`src/rtl/sevenseg_pkg.sv`:
```
// ---------------------------------------------------------------------------
// sevenseg_pkg
// Shared definitions for the seven-segment frame reader: the ten legal
// segment patterns (bit order {a,b,c,d,e,f,g}, active-high), the code used
// for an unrecognised pattern, and the digit-settling FSM state type.
// ---------------------------------------------------------------------------
package sevenseg_pkg;

  localparam logic [6:0] SEG_0 = 7'b1111110;
  localparam logic [6:0] SEG_1 = 7'b0110000;
  localparam logic [6:0] SEG_2 = 7'b1101101;
  localparam logic [6:0] SEG_3 = 7'b1111001;
  localparam logic [6:0] SEG_4 = 7'b0110011;
  localparam logic [6:0] SEG_5 = 7'b1011011;
  localparam logic [6:0] SEG_6 = 7'b1011111;
  localparam logic [6:0] SEG_7 = 7'b1110000;
  localparam logic [6:0] SEG_8 = 7'b1111111;
  localparam logic [6:0] SEG_9 = 7'b1111011;

  // Nibble written for any pattern that is not one of the ten digits
  localparam logic [3:0] INVALID_CODE = 4'hF;

  // WAIT   : no single digit strobed, nothing to settle on
  // SETTLE : one digit strobed, counting identical samples
  // HELD   : this strobe period already captured, waiting for a change
  typedef enum logic [1:0] {
    WAIT   = 2'd0,
    SETTLE = 2'd1,
    HELD   = 2'd2
  } state_t;

endpackage

```
`src/rtl/sevenseg_reader_if.sv`:
```
// ---------------------------------------------------------------------------
// sevenseg_reader_if
// Bundles the multiplexed-display lines observed by the reader together with
// the decoded frame it produces.
//   seg     : segment lines {a,b,c,d,e,f,g}
//   dig_sel : one-hot digit strobe, DIGITS wide
//   bcd     : decoded frame, nibble i = digit i
//   valid   : one-cycle pulse on each completed frame
//   err     : current frame contains an unrecognised pattern
// master = display side (drives seg/dig_sel), slave = the reader.
// ---------------------------------------------------------------------------
interface sevenseg_reader_if #(
  parameter int DIGITS = 4
);

  logic [6:0]          seg;
  logic [DIGITS-1:0]   dig_sel;
  logic [4*DIGITS-1:0] bcd;
  logic                valid;
  logic                err;

  modport master (
    output seg,
    output dig_sel,
    input  bcd,
    input  valid,
    input  err
  );

  modport slave (
    input  seg,
    input  dig_sel,
    output bcd,
    output valid,
    output err
  );

endinterface

```
`src/rtl/sevenseg_reader_seg_to_bcd.sv`:
```
// ---------------------------------------------------------------------------
// seg_to_bcd
// Purely combinational decoder from a 7-bit segment pattern to a BCD digit.
//   seg     : pattern {a,b,c,d,e,f,g}
//   digit   : 0..9, or INVALID_CODE for an unrecognised pattern
//   invalid : high when the pattern is not one of the ten digits
// ---------------------------------------------------------------------------
module seg_to_bcd
  import sevenseg_pkg::*;
(
  input  logic [6:0] seg,
  output logic [3:0] digit,
  output logic       invalid
);

  // Anything that is not an exact digit shape is reported as invalid
  always_comb begin
    digit   = INVALID_CODE;
    invalid = 1'b1;
    case (seg)
      SEG_0: begin digit = 4'd0; invalid = 1'b0; end
      SEG_1: begin digit = 4'd1; invalid = 1'b0; end
      SEG_2: begin digit = 4'd2; invalid = 1'b0; end
      SEG_3: begin digit = 4'd3; invalid = 1'b0; end
      SEG_4: begin digit = 4'd4; invalid = 1'b0; end
      SEG_5: begin digit = 4'd5; invalid = 1'b0; end
      SEG_6: begin digit = 4'd6; invalid = 1'b0; end
      SEG_7: begin digit = 4'd7; invalid = 1'b0; end
      SEG_8: begin digit = 4'd8; invalid = 1'b0; end
      SEG_9: begin digit = 4'd9; invalid = 1'b0; end
      default: begin end
    endcase
  end

endmodule

```
`src/rtl/sevenseg_reader.sv`:
```
// ---------------------------------------------------------------------------
// sevenseg_reader
// Watches a multiplexed seven-segment display and reconstructs the number
// shown. Each strobed digit is accepted once its {seg,dig_sel} sample has
// been identical for STABLE_CYCLES consecutive samples; once every digit
// position has been captured the whole frame is published on bcd/err with a
// one-cycle valid pulse.
//   clk  : rising-edge clock
//   rst  : synchronous active-high reset
//   bus  : sevenseg_reader_if slave (seg, dig_sel in; bcd, valid, err out)
// STABLE_CYCLES must lie in 2..15; DIGITS must match the interface DIGITS.
// ---------------------------------------------------------------------------
module sevenseg_reader
  import sevenseg_pkg::*;
#(
  parameter int STABLE_CYCLES = 4,
  parameter int DIGITS        = 4
) (
  input logic              clk,
  input logic              rst,
  sevenseg_reader_if.slave bus
);

  localparam logic [3:0] STABLE_LIM = 4'(STABLE_CYCLES);

  // Current sample and the sample from one cycle earlier
  logic [6:0]          seg_s_q, seg_s_d;
  logic [DIGITS-1:0]   sel_s_q, sel_s_d;
  logic [6:0]          seg_p_q, seg_p_d;
  logic [DIGITS-1:0]   sel_p_q, sel_p_d;

  state_t              state_q, state_d;
  logic [3:0]          cnt_q, cnt_d;

  // Per-digit capture storage for the frame being assembled
  logic [4*DIGITS-1:0] nib_q, nib_d;
  logic [DIGITS-1:0]   inv_q, inv_d;
  logic [DIGITS-1:0]   mask_q, mask_d;

  // Published frame
  logic [4*DIGITS-1:0] bcd_q, bcd_d;
  logic                err_q, err_d;
  logic                valid_q, valid_d;

  logic [3:0]          dec_digit;
  logic                dec_invalid;
  logic                same;
  logic                onehot;
  logic                capture;

  seg_to_bcd u_dec (
    .seg     (seg_s_q),
    .digit   (dec_digit),
    .invalid (dec_invalid)
  );

  // Next-state logic: sampling, the settling FSM, per-digit capture and
  // frame completion. A capture that fills the mask publishes the frame
  // including the digit captured on that very edge, then empties the mask.
  always_comb begin
    seg_s_d = bus.seg;
    sel_s_d = bus.dig_sel;
    seg_p_d = seg_s_q;
    sel_p_d = sel_s_q;
    state_d = state_q;
    cnt_d   = cnt_q;
    nib_d   = nib_q;
    inv_d   = inv_q;
    mask_d  = mask_q;
    bcd_d   = bcd_q;
    err_d   = err_q;
    valid_d = 1'b0;
    capture = 1'b0;

    same   = (seg_s_q == seg_p_q) && (sel_s_q == sel_p_q);
    onehot = $onehot(sel_s_q);

    case (state_q)
      WAIT: begin
        if (onehot) begin
          state_d = SETTLE;
          cnt_d   = 4'd1;
        end else begin
          cnt_d   = 4'd0;
        end
      end
      SETTLE: begin
        if (!onehot) begin
          state_d = WAIT;
          cnt_d   = 4'd0;
        end else if (!same) begin
          cnt_d   = 4'd1;
        end else if (cnt_q + 4'd1 == STABLE_LIM) begin
          capture = 1'b1;
          cnt_d   = STABLE_LIM;
          state_d = HELD;
        end else begin
          cnt_d   = cnt_q + 4'd1;
        end
      end
      HELD: begin
        // Only a change in the display reopens the window, so a digit is
        // taken at most once per strobe period
        if (!same) begin
          if (onehot) begin
            state_d = SETTLE;
            cnt_d   = 4'd1;
          end else begin
            state_d = WAIT;
            cnt_d   = 4'd0;
          end
        end
      end
      default: begin
        state_d = WAIT;
        cnt_d   = 4'd0;
      end
    endcase

    if (capture) begin
      for (int i = 0; i < DIGITS; i++) begin
        if (sel_s_q[i]) begin
          nib_d[4*i +: 4] = dec_digit;
          inv_d[i]        = dec_invalid;
        end
      end
      mask_d = mask_q | sel_s_q;
      if (&mask_d) begin
        bcd_d   = nib_d;
        err_d   = |inv_d;
        valid_d = 1'b1;
        mask_d  = '0;
        inv_d   = '0;
      end
    end
  end

  // All state registers; reset wins over any capture or frame completion
  always_ff @(posedge clk) begin
    if (rst) begin
      seg_s_q <= '0;
      sel_s_q <= '0;
      seg_p_q <= '0;
      sel_p_q <= '0;
      state_q <= WAIT;
      cnt_q   <= '0;
      nib_q   <= '0;
      inv_q   <= '0;
      mask_q  <= '0;
      bcd_q   <= '0;
      err_q   <= 1'b0;
      valid_q <= 1'b0;
    end else begin
      seg_s_q <= seg_s_d;
      sel_s_q <= sel_s_d;
      seg_p_q <= seg_p_d;
      sel_p_q <= sel_p_d;
      state_q <= state_d;
      cnt_q   <= cnt_d;
      nib_q   <= nib_d;
      inv_q   <= inv_d;
      mask_q  <= mask_d;
      bcd_q   <= bcd_d;
      err_q   <= err_d;
      valid_q <= valid_d;
    end
  end

  assign bus.bcd   = bcd_q;
  assign bus.err   = err_q;
  assign bus.valid = valid_q;

endmodule

```
`src/flat_wrapper.sv`:
```
// flat-port wrapper written by rule: the top's interface ports become plain ports
module sevenseg_reader_flat import sevenseg_pkg::*;
#(
  parameter int STABLE_CYCLES = 4,
  parameter int DIGITS        = 4
)
  (clk, rst, bus_seg, bus_dig_sel, bus_bcd, bus_valid, bus_err);
  sevenseg_reader_if #(.DIGITS(DIGITS)) bus_i ();
  input logic clk;
  input logic rst;
  input wire logic [$bits(bus_i.seg)-1:0] bus_seg;
  input wire logic [$bits(bus_i.dig_sel)-1:0] bus_dig_sel;
  output wire logic [$bits(bus_i.bcd)-1:0] bus_bcd;
  output wire logic [$bits(bus_i.valid)-1:0] bus_valid;
  output wire logic [$bits(bus_i.err)-1:0] bus_err;
  assign bus_i.seg = bus_seg;
  assign bus_i.dig_sel = bus_dig_sel;
  assign bus_bcd = bus_i.bcd;
  assign bus_valid = bus_i.valid;
  assign bus_err = bus_i.err;
  sevenseg_reader #(.STABLE_CYCLES(STABLE_CYCLES), .DIGITS(DIGITS)) u_core (.clk(clk), .rst(rst), .bus(bus_i));
endmodule
```
`config.mk`:
```
export PLATFORM = sky130hd
export DESIGN_NAME = sevenseg_reader_flat
export DESIGN_NICKNAME = d
export VERILOG_FILES = /design/src/rtl/sevenseg_pkg.sv /design/src/rtl/sevenseg_reader_if.sv /design/src/rtl/sevenseg_reader_seg_to_bcd.sv /design/src/rtl/sevenseg_reader.sv /design/src/flat_wrapper.sv
export SDC_FILE = /design/constraint.sdc
export NUM_CORES = 1
export LEC_CHECK = 0
export BUFFER_PORTS_ARGS = -buffer_cell sky130_fd_sc_hd__buf_2
export CAP_MARGIN = 30
export CORE_ASPECT_RATIO = 0.6
export CORE_MARGIN = 2
export CORE_UTILIZATION = 35
export CTS_CLUSTER_SIZE = 20
export DETAILED_ROUTE_END_ITERATION = 8
export PLACE_DENSITY = 0.59
export SYNTH_ARGS = -nofsm -noshare
export SYNTH_HDL_FRONTEND = slang
export SYNTH_SLANG_ARGS = --single-unit
export TNS_END_PERCENT = 100
```
`constraint.sdc`:
```
create_clock -name clk -period 4 [get_ports clk]
set_clock_uncertainty 0.15 [all_clocks]
set_input_delay 0.6 -clock clk [delete_from_list [all_inputs] [get_ports clk]]
set_output_delay 0.6 -clock clk [all_outputs]
set_load 0.01 [all_outputs]
```
# --- Yosys cells after proc, flatten, opt, wreduce, memory -nomap -nowiden ---
# Index checks and enable logic that the tools add are counted.
totals:
  regBits: 70
  latchBits: 0
  mem_bits_rw: 0
  mem_bits_ro: 0
  inputBits: 13
  output_inout_bits: 18
  elab_cells: 80
  n_memories: 0
classes:
  addsub: 4
  multipliers: 0
  div_mod_pow: 0
  order_cmp: 0
  n_eq_ne: 20
  shifts: 0
  muxes: 34
  n_bitwise: 2
  n_reduce_logical: 8
op_table:
  columns: ["operator", "count"]
  rows:
  - ["== test 7 bit, second input constant", 8]
  - ["two-way mux 4 bit", 10]
  - ["case mux 4 bit (10 select lines)", 1]
  - ["two-way mux 1 bit", 16]
  - ["== test 7 x 6 -> 1 bit, second input constant", 2]
  - ["case mux 4 bit (3 select lines)", 1]
  - ["two-way mux 2 bit", 5]
  - ["OR reduction 10 bit", 1]
  - ["AND reduction 4 bit", 2]
  - ["== test 7 bit", 1]
  - ["case mux 2 bit (3 select lines)", 1]
  - ["AND reduction 5 bit", 1]
  - ["adder 1 x 1 -> 2 bit", 2]
  - ["adder 4 x 1 -> 4 bit, second input constant", 1]
  - ["== test 4 x 3 -> 1 bit, second input constant", 1]
  - ["== test 4 bit", 1]
  - ["OR 4 bit", 1]
  - ["OR reduction 4 bit", 1]
  - ["adder 3 bit", 1]
  - ["== test 3 x 1 -> 1 bit, second input constant", 1]
  - ["inequality test 3 x 2 -> 1 bit, second input constant", 1]
  - ["inequality test 3 bit, second input constant", 1]
  - ["== test 2 x 1 -> 1 bit, second input constant", 1]
  - ["== test 2 bit, second input constant", 1]
  - ["6 further kinds", 6]

# --- Logic depth before layout (Yosys ltp) ---
# Gate-level depths: netlist of run 1.
depth:
  ltp_word: 8
  mapped_depth: 10
  mapped_depth_nobuf: 9

# --- Modules after synthesis ---
# Synthesis of run 1 repeated with hierarchy kept, for this count alone.
unflattened:
  hier_cells: 332
  area_unflattened_um2: 3234.4
by_module_without_submodules:
  columns: ["mod", "n_inst", "cells_each", "area_each_um2", "seq_area_each_um2"]
  rows:
  - ["sevenseg_reader", 1, 302, 3042.9, 1401.3]
  - ["seg_to_bcd", 1, 30, 191.4, 0.0]

# --- Worst setup path before layout of run 1 ---
# No wires, ideal clock.
synth_path:
  kind: "flip-flop to flip-flop"
  start: "register u_core.sel_s_q[0], in the netlist u_core.sel_p_d[0]"
  end: "register u_core.nib_q[12]"
  setup_ns: 0.134
  t_arrival_ns: 2.721
  required_ns: 3.716
  slack_ns: 0.995
  stages_incl_launch_ff: 11
  n_path_buf: 2
  period_less_slack_ns: 3.005
  path_cell_list: "dfxtp_1 > ha_1 > ha_1 > fa_1 > nor3b_1 > nand3b_1 > or4_1 > buf_2 > clkbuf_1 > nor2_1 > a211oi_1"
synth_between:
  elab_chain_cells: 5
  elab_cells_between_ends: 8
  classes_between: "add/sub: 2; eq/ne: 2; mux: 3; reduce/logical: 1"
synth_lines:
  columns: ["item", "line_no", "rtl"]
  rows:
  - ["start, declared", "sevenseg_reader.sv:28", "logic [DIGITS-1:0] sel_s_q, sel_s_d;"]
  - ["start signal, assigned", "sevenseg_reader.sv:155", "sel_s_q <= sel_s_d;"]
  - ["adder 1 x 1 -> 2 bit (implied by the code) or == test 4 bit (tied branches)", "sevenseg_reader.sv:76, sevenseg_reader.sv:75", null]
  - ["adder 3 bit (implied by the code) or logical AND 1 bit (tied branches)", "sevenseg_reader.sv:76, sevenseg_reader.sv:75", null]
  - ["== test 3 x 1 -> 1 bit or two-way mux 1 bit (tied branches)", "sevenseg_reader.sv:76, sevenseg_reader.sv:91", null]
  - ["two-way mux 1 bit (*)", "sevenseg_reader.sv:88", "if (!onehot) begin"]
  - ["two-way mux 1 bit (*)", "sevenseg_reader.sv:78", "case (state_q)"]
  - ["end signal, assigned", "sevenseg_reader.sv:160", "nib_q <= nib_d;"]
  - ["end, declared", "sevenseg_reader.sv:36", "logic [4*DIGITS-1:0] nib_q, nib_d;"]
# Mark *: on every way between the ends. The rest lies on a longest branch, timed or not.
# A chain may end at the register's enable or synchronous reset.

# --- Worst setup path after layout of run 1 ---
layout_path:
  start: "register u_core.sel_s_q[0], in the netlist u_core.sel_p_d[0]"
  end: "register u_core.cnt_q[3]"
layout_between:
  elab_chain_cells: 5
  elab_cells_between_ends: 9
  classes_between: "add/sub: 2; eq/ne: 3; mux: 3; reduce/logical: 1"
layout_lines:
  columns: ["item", "line_no", "rtl"]
  rows:
  - ["adder 1 x 1 -> 2 bit (implied by the code) or == test 4 bit (tied branches)", "sevenseg_reader.sv:76, sevenseg_reader.sv:75", null]
  - ["adder 3 bit (implied by the code) or logical AND 1 bit (tied branches)", "sevenseg_reader.sv:76, sevenseg_reader.sv:75", null]
  - ["== test 3 x 1 -> 1 bit or two-way mux 4 bit (tied branches)", "sevenseg_reader.sv:76, sevenseg_reader.sv:91", null]
  - ["two-way mux 4 bit", "sevenseg_reader.sv:88", null]
  - ["case mux 4 bit (3 select lines)", "sevenseg_reader.sv:78", null]
  - ["end signal, assigned", "sevenseg_reader.sv:159", "cnt_q <= cnt_d;"]
  - ["end, declared", "sevenseg_reader.sv:33", "logic [3:0] cnt_q, cnt_d;"]
# Several ways; a longest one is shown, not always the timed one.

==> impl_results.md, run 1 <==
- Initial core utilization: 35.5%
- Total power: ~1.7 mW
- CTS tree: built
- M3 GR Usage: 5.73%
- First-pass GRT wire length: 13900 um
- Post-CTS Hold Fix Bufs: 0
- Sequential Power Share: roughly 44%
- Hold WC Path Type: flop to flop
- P&R area growth vs syn: 17.8%
- Worst r2r dst: u_core.cnt_q[3]
- IO Port Bufs: 30
- Post-DP HPWL: 6090 um
- Crit-path cells: ha_1, ha_1, fa_1, nor3b_1, nand3b_1, or4_1, or3_1, a31oi_1
- Pwr/cell area: 443 nW/um^2
- FF-to-FF Start: u_core.sel_p_d[0]
- Share of cells above drive strength 1: 19.1%
- Yosys warning count: 0
- Main synth FF type: dfxtp_1
- Max-slew violation count: 0
- Clock Pin Slew Worst Setup and Hold Paths: 0.06 ns
- Crit. path cell count: 8
- M2 GR Usage: 24.3%
- Global Route met1 Usage: 27.2%
- Post-CTS setup buffers: 0
- Synthesized Nets: around 370
- Sw power: 0.381 mW
- CP Buf/Inv Count: 0
- Number of synthesized register bits: 70
- Initial antenna violation count: 0
- # rows: 27
- Power share of the combinational group: 6.1%
- Mapped Avg Cell Area: 9.21 um^2
- Mapped Area: 3210 um^2
- Final Net Count: 391
- GR Overflow Total: 0
- Synth async-reset ratio: 0%
- Max IR drop VDD: 0.200 mV
- RSZ-0062 raised after global routing: no
- CORE AREA: just over 9000 um^2
- Type of origin of the critical path: flop
- Total leakage power: 1.40 nW
- Most frequent cells in the layout: dfxtp_1 (70), buf_2 (30), nor2b_1 (26), a21oi_1 (22), o21ai_0 (19)
- Worst Setup SP: u_core.sel_p_d[0]
- CTS Buffer Depth: 2
- Yosys top cell area share: 43.6%
- Worst EP arrival: 3.55 ns
- Vias in the first global route: 2628
- Critical Path End Type: flop
- Pint: 1.30 mW
- Cell family with most CP delay: simple AND/OR/NAND/NOR gates
- GPL Wtd Cong: about 0.89
- Worst-path maximum fanout: 17
- Root buf cell: clkbuf_16
- IO Count: 31
- Slowest-stage cell, CP: or4_1
- TritonRoute pass-1 iters: 5
- Max transition margin: 44.6%
- Final setup violation count: 0
- Die H: 78.2 um
- Yosys top cell by area: dfxtp_1
- H-tree levels: 3
- WS Path Type: flop to flop
- Via/cell ratio: approximately 5.8
- Syn Inst Count: 349
- Final Critical Period: 3.44 ns
- Fin cells: 493
- Post-synth EDFFs: 0
- Reg2Reg Depth: 8
- Post-DRT Antenna Nets: 0
- Final hold violations: 0
- Total number of vias: 2845
- Die area: 9990 um^2
- Max Cap Viol: 0
- Num CTS Buffers: 9
- Mean routed wirelength per cell: 17.7 um
- Largest net degree at the start of global routing: 45
- Final WL: between 8000 and 9000 um
- Synth cell types: 53
- Worst Max-Slew Pin Slew: between 0.8 and 0.9 ns
- Diodes inserted: 0
- Setup crit end: u_core.cnt_q[3]
- Switch share: 22.7%
- Core Util, Final: between 40% and 50%
- Clock share of power: 50.3%
- Sequential area share after synthesis: 43.6%
- Most common cell after layout, fill and taps aside: dfxtp_1
- Largest stage delay on the critical path: 0.74 ns
- Synth top area cells: dfxtp_1 (44%), nor2b_1 (5.1%), a32o_1 (4.0%)
- Crit share post-route: between 80 and 90%
- Status: finished, final reports clean
- # DRC: 0
- Placed Cells: roughly 480
- Reg2reg setup slack: 0.56 ns
- Most frequent CP cell: ha_1
- Setup tns final: 0 ns
- Max Freq: 291 MHz
- Global Route Usage Sum: 18.3%
- Worst-Skew Late Latency: 0.34 ns
- GRT Max-Usage Layer: met1
- # clock sinks: 70
- Resized cells post-CTS: 0
- Worst endpoint required time: 4.10 ns
- Die width: 128 um
- Number of DRC markers in iteration 0: 312
-- registers in the layout, summed over array words and instances (netlist names) --
name and flops:
u_core.bus.err 1, u_core.mask_q 4, u_core.state_q 2, u_core.seg_p_q 7, u_core.seg_p_d 7, u_core.cnt_q 4
u_core.nib_q 16, u_core.sel_p_d 4, u_core.inv_q 4, u_core.sel_p_q 4, u_core.bus.valid 1, u_core.bus.bcd 16
-- power groups by stage --
stage / clock (mW) / sequential (mW) / combinational [mW]
finish: 0.843 / 0.732 / 0.102
global route: 0.890 / 0.734 / 0.113
CTS: 0.861 / 0.732 / 0.102
detailed placement: 0 / 0.747 / 0.101
global placement: 0 / 0.746 / 0.0985
floorplan: 0 / 0.737 / 0.0779
-- metrics by stage --
stage	hold slack, ns	area, um^2	setup WS, ns
after CTS	0.314	3790	0.573
after detailed placement	0.298	3470	0.597
after floorplan	0.291	3210	0.995
after global placement	0.297	3460	0.749
final	0.307	3790	0.560
after global routing	0.319	3790	0.379
-- synth_stat cells, types with 5 or more instances --
master and instances:
a31oi_1 8, inv_1 11, nand2_1 10, a32o_1 13, ha_1 5, nand3_1 12, o21a_1 5, nor2_1 14
nor2b_1 26, clkbuf_1 21, o211ai_1 5, a21oi_1 22, or2_2 13, dfxtp_1 70, nand4_1 9, o21ai_0 19
a211oi_1 9, xnor2_1 10
-- metal layers --
metal / wire length [um] / share of wire (%) / vias to the layer above
met1: 4500 / 52 / 1369
li1: - / - / 1343
met3: 688 / 7.9 / 16
met4: 133 / 1.5 / 0
met2: 3410 / 39 / 117
met5: 0 / 0 / -
-- worst min-delay path by stage --
| stage | start | cells after the start | endpoint |
|---|---|---|---|
| 5_1_grt | bus_dig_sel[0] | 2 | u_core.sel_p_d[0] |
| 3_5_place_dp | u_core.bus.bcd[5] | 1 | u_core.bus.bcd[5] |
| 6_report | u_core.bus.bcd[5] | 1 | u_core.bus.bcd[5] |
| 4_1_cts | u_core.bus.bcd[8] | 1 | u_core.bus.bcd[8] |
| 3_3_place_gp | u_core.bus.bcd[5] | 1 | u_core.bus.bcd[5] |
| 2_1_floorplan | u_core.mask_q[1] | 1 | u_core.mask_q[1] |
-- kinds of logic after synthesis --
| logic type | count (synthesis) | share of synthesized area (%) |
|---|---|---|
| AND/OR/NAND/NOR | 119 | 23.0 |
| multiplexers | 2 | 0.623 |
| flip-flops | 70 | 43.6 |
| adder cells (fa/ha/maj) | 6 | 2.57 |
| buffers and inverters | 36 | 4.52 |
| XOR/XNOR | 12 | 3.50 |
| AO/OA/AOI/OAI | 104 | 22.2 |
-- layout make-up --
type	count	area [um^2]
clock buffer	10	229
clock inverter	6	86.3
fill	937	5270
inverter	11	41.3
multi-input combinational	243	1670
sequential	70	1400
tap	116	145
timing repair buffer	37	210
Note: power is estimated with default switching activity, not from simulation.
==> run 2, diff against run 1 <==
- CORE_MARGIN: 2 -> 4
==> run 2 against run 1 <==
Worst setup slack better by 0.011 ns. Final cell count down 0.81%. Combinational power about the same. Largest power group unchanged.
==> impl_results.md, run 2 (same netlist as run 1, synthesis figures left out) <==
- Met2 Wirelength: ~3000 um
- # fillers: 851
- Final Critical Period: 3.43 ns
- Clock Pin Slew Worst Setup and Hold Paths: 0.06 ns
- Die H: 82.2 um
- Root buf cell: clkbuf_16
- Die width: ~130 um
- GPL Wtd Cong: 0.850
- P&R area growth vs syn: 17.3%
- Share of cells above drive strength 1: about a fifth
- Total power: 1.64 mW
- IO Port Bufs: 30
- Total number of vias: 2718
- Met3 Routed Length: 722 um
- Final hold violations: 0
- Worst-path maximum fanout: 17
- Post-DP HPWL: 5810 um
- # clock sinks: 70
- Crit share post-route: 85.7%
- Uppermost layer routed: met4
- Most frequent cells in the layout: dfxtp_1 (70), buf_2 (30), nor2b_1 (26), a21oi_1 (22), o21ai_0 (19)
- Max Freq: roughly 300 MHz
- WHS Path Cells: 1
- Worst Max-Slew Pin Slew: 0.827 ns
- # rows: 26
- Largest net degree at the start of global routing: 45
- Critical Path End Type: flop
- Resized cells post-CTS: 0
- Initial antenna violation count: 0
- CTS Buffer Depth: 2
- H-tree levels: 3
- First-pass GRT wire length: 13800 um
- Post-CTS Hold Fix Bufs: 0
- Vias in the first global route: 2552
- Post-DRT Antenna Nets: 0
- Reg2Reg Depth: 8
- Final setup violation count: 0
- Final Net Count: 391
- Max transition margin: 44.9%
- Max Cap Viol: 0
- Hold WC Path Type: flop to flop
- Die area: 10800 um^2
- Type of origin of the critical path: flop
- RSZ-0062 raised after global routing: no
- Diodes inserted: 0
- Post-CTS setup buffers: 0
- # DRC: 0
- Via/cell ratio: 5.56
- Mean routed wirelength per cell: 16.7 um
- Worst endpoint required time: 4.05 ns
- Initial core utilization: 36.9%
- Pwr/cell area: around 440 nW/um^2
- Number of DRC markers in iteration 0: 289
- Global Route Usage Sum: 16.6%
- Status: finished, final reports clean
- CTS tree: built
- Met1 Wirelength: 4360 um
- Worst EP arrival: 3.48 ns
- WS Path Type: flop to flop
- Num CTS Buffers: 9
- Max IR drop VDD: 0.260 mV
- GR Overflow Total: 0
- Max-slew violation count: 0
- Setup tns final: 0 ns
- Worst-Skew Late Latency: 0.33 ns
- Total leakage power: 1.40 nW
- TritonRoute pass-1 iters: 4
- CORE AREA: 8720 um^2
- Final WL: 8190 um
- IO Count: 31
- Most common cell after layout, fill and taps aside: dfxtp_1
==> run 2: changes by cell type in the layout (fill, tap and decap cells not counted) <==
cell / before / now
clkbuf_1: 1 / 2
bufinv_16: 2 / 1
clkinv_4: 1 / 0
clkinv_2: 2 / 1
clkbuf_8: 0 / 2
==> run 2: path summary, 6_finish.rpt <==
kind,startpoint,endpoint,slack (ns)
max,u_core.sel_p_d[0],u_core.inv_q[1],0.57
max reg2reg,u_core.sel_p_d[0],u_core.inv_q[1],0.57
min reg2reg,u_core.bus.bcd[9],u_core.bus.bcd[9],0.31
min,u_core.bus.bcd[9],u_core.bus.bcd[9],0.31
==> run 2: metal layers <==
layer  vias to the layer above  GRT usage, %
met5                         -             0
met4                         0          4.61
met3                        11          7.26
met2                        87          21.2
met1                      1273          24.5
li1                       1347             -
==> run 2: report_power, final <==
| part | switching (mW) | total, mW | internal, mW |
|---|---|---|---|
| Clock | 0.294 | 0.810 | 0.516 |
| Sequential | 0.0211 | 0.732 | 0.711 |
| Combinational | 0.0580 | 0.100 | 0.0421 |
| Total | 0.373 | 1.64 | 1.27 |
==> run 2: final cells by class <==
type / count / area, um^2 / share of cell area [%]
Clock buffer: 13 / 260 / 6.90
Timing Repair Buffer: 37 / 210 / 5.58
Tap cell: 112 / 140 / 3.72
Clock inverter: 3 / 42.5 / 1.13
Multi-Input combinational cell: 243 / 1670 / 44.4
Sequential cell: 70 / 1400 / 37.2
Inverter: 11 / 41.3 / 1.10
==> run 2: metrics by stage <==
step | hold WS, ns | instance area (um^2) | worst slack (ns) | util (%) | cells
after CTS | 0.313 | 3770 | 0.560 | 43.2 | 489
final | 0.308 | 3770 | 0.571 | 43.2 | 489
after global placement | 0.296 | 3450 | 0.719 | 39.6 | 472
after floorplan | 0.291 | 3210 | 0.995 | - | 349
after detailed placement | 0.299 | 3470 | 0.577 | 39.8 | 473
after global routing | 0.320 | 3770 | 0.340 | 43.2 | 489
==> run 2: worst max-delay path: stages, from the launching register on <==
cell	delay (ns)
dfxtp_1	0.31
ha_1	0.29
ha_1	0.21
fa_1	0.43
nor3b_1	0.35
nand3b_1	0.22
or4_1	0.73
o311ai_0	0.46
o21ai_0	0.14
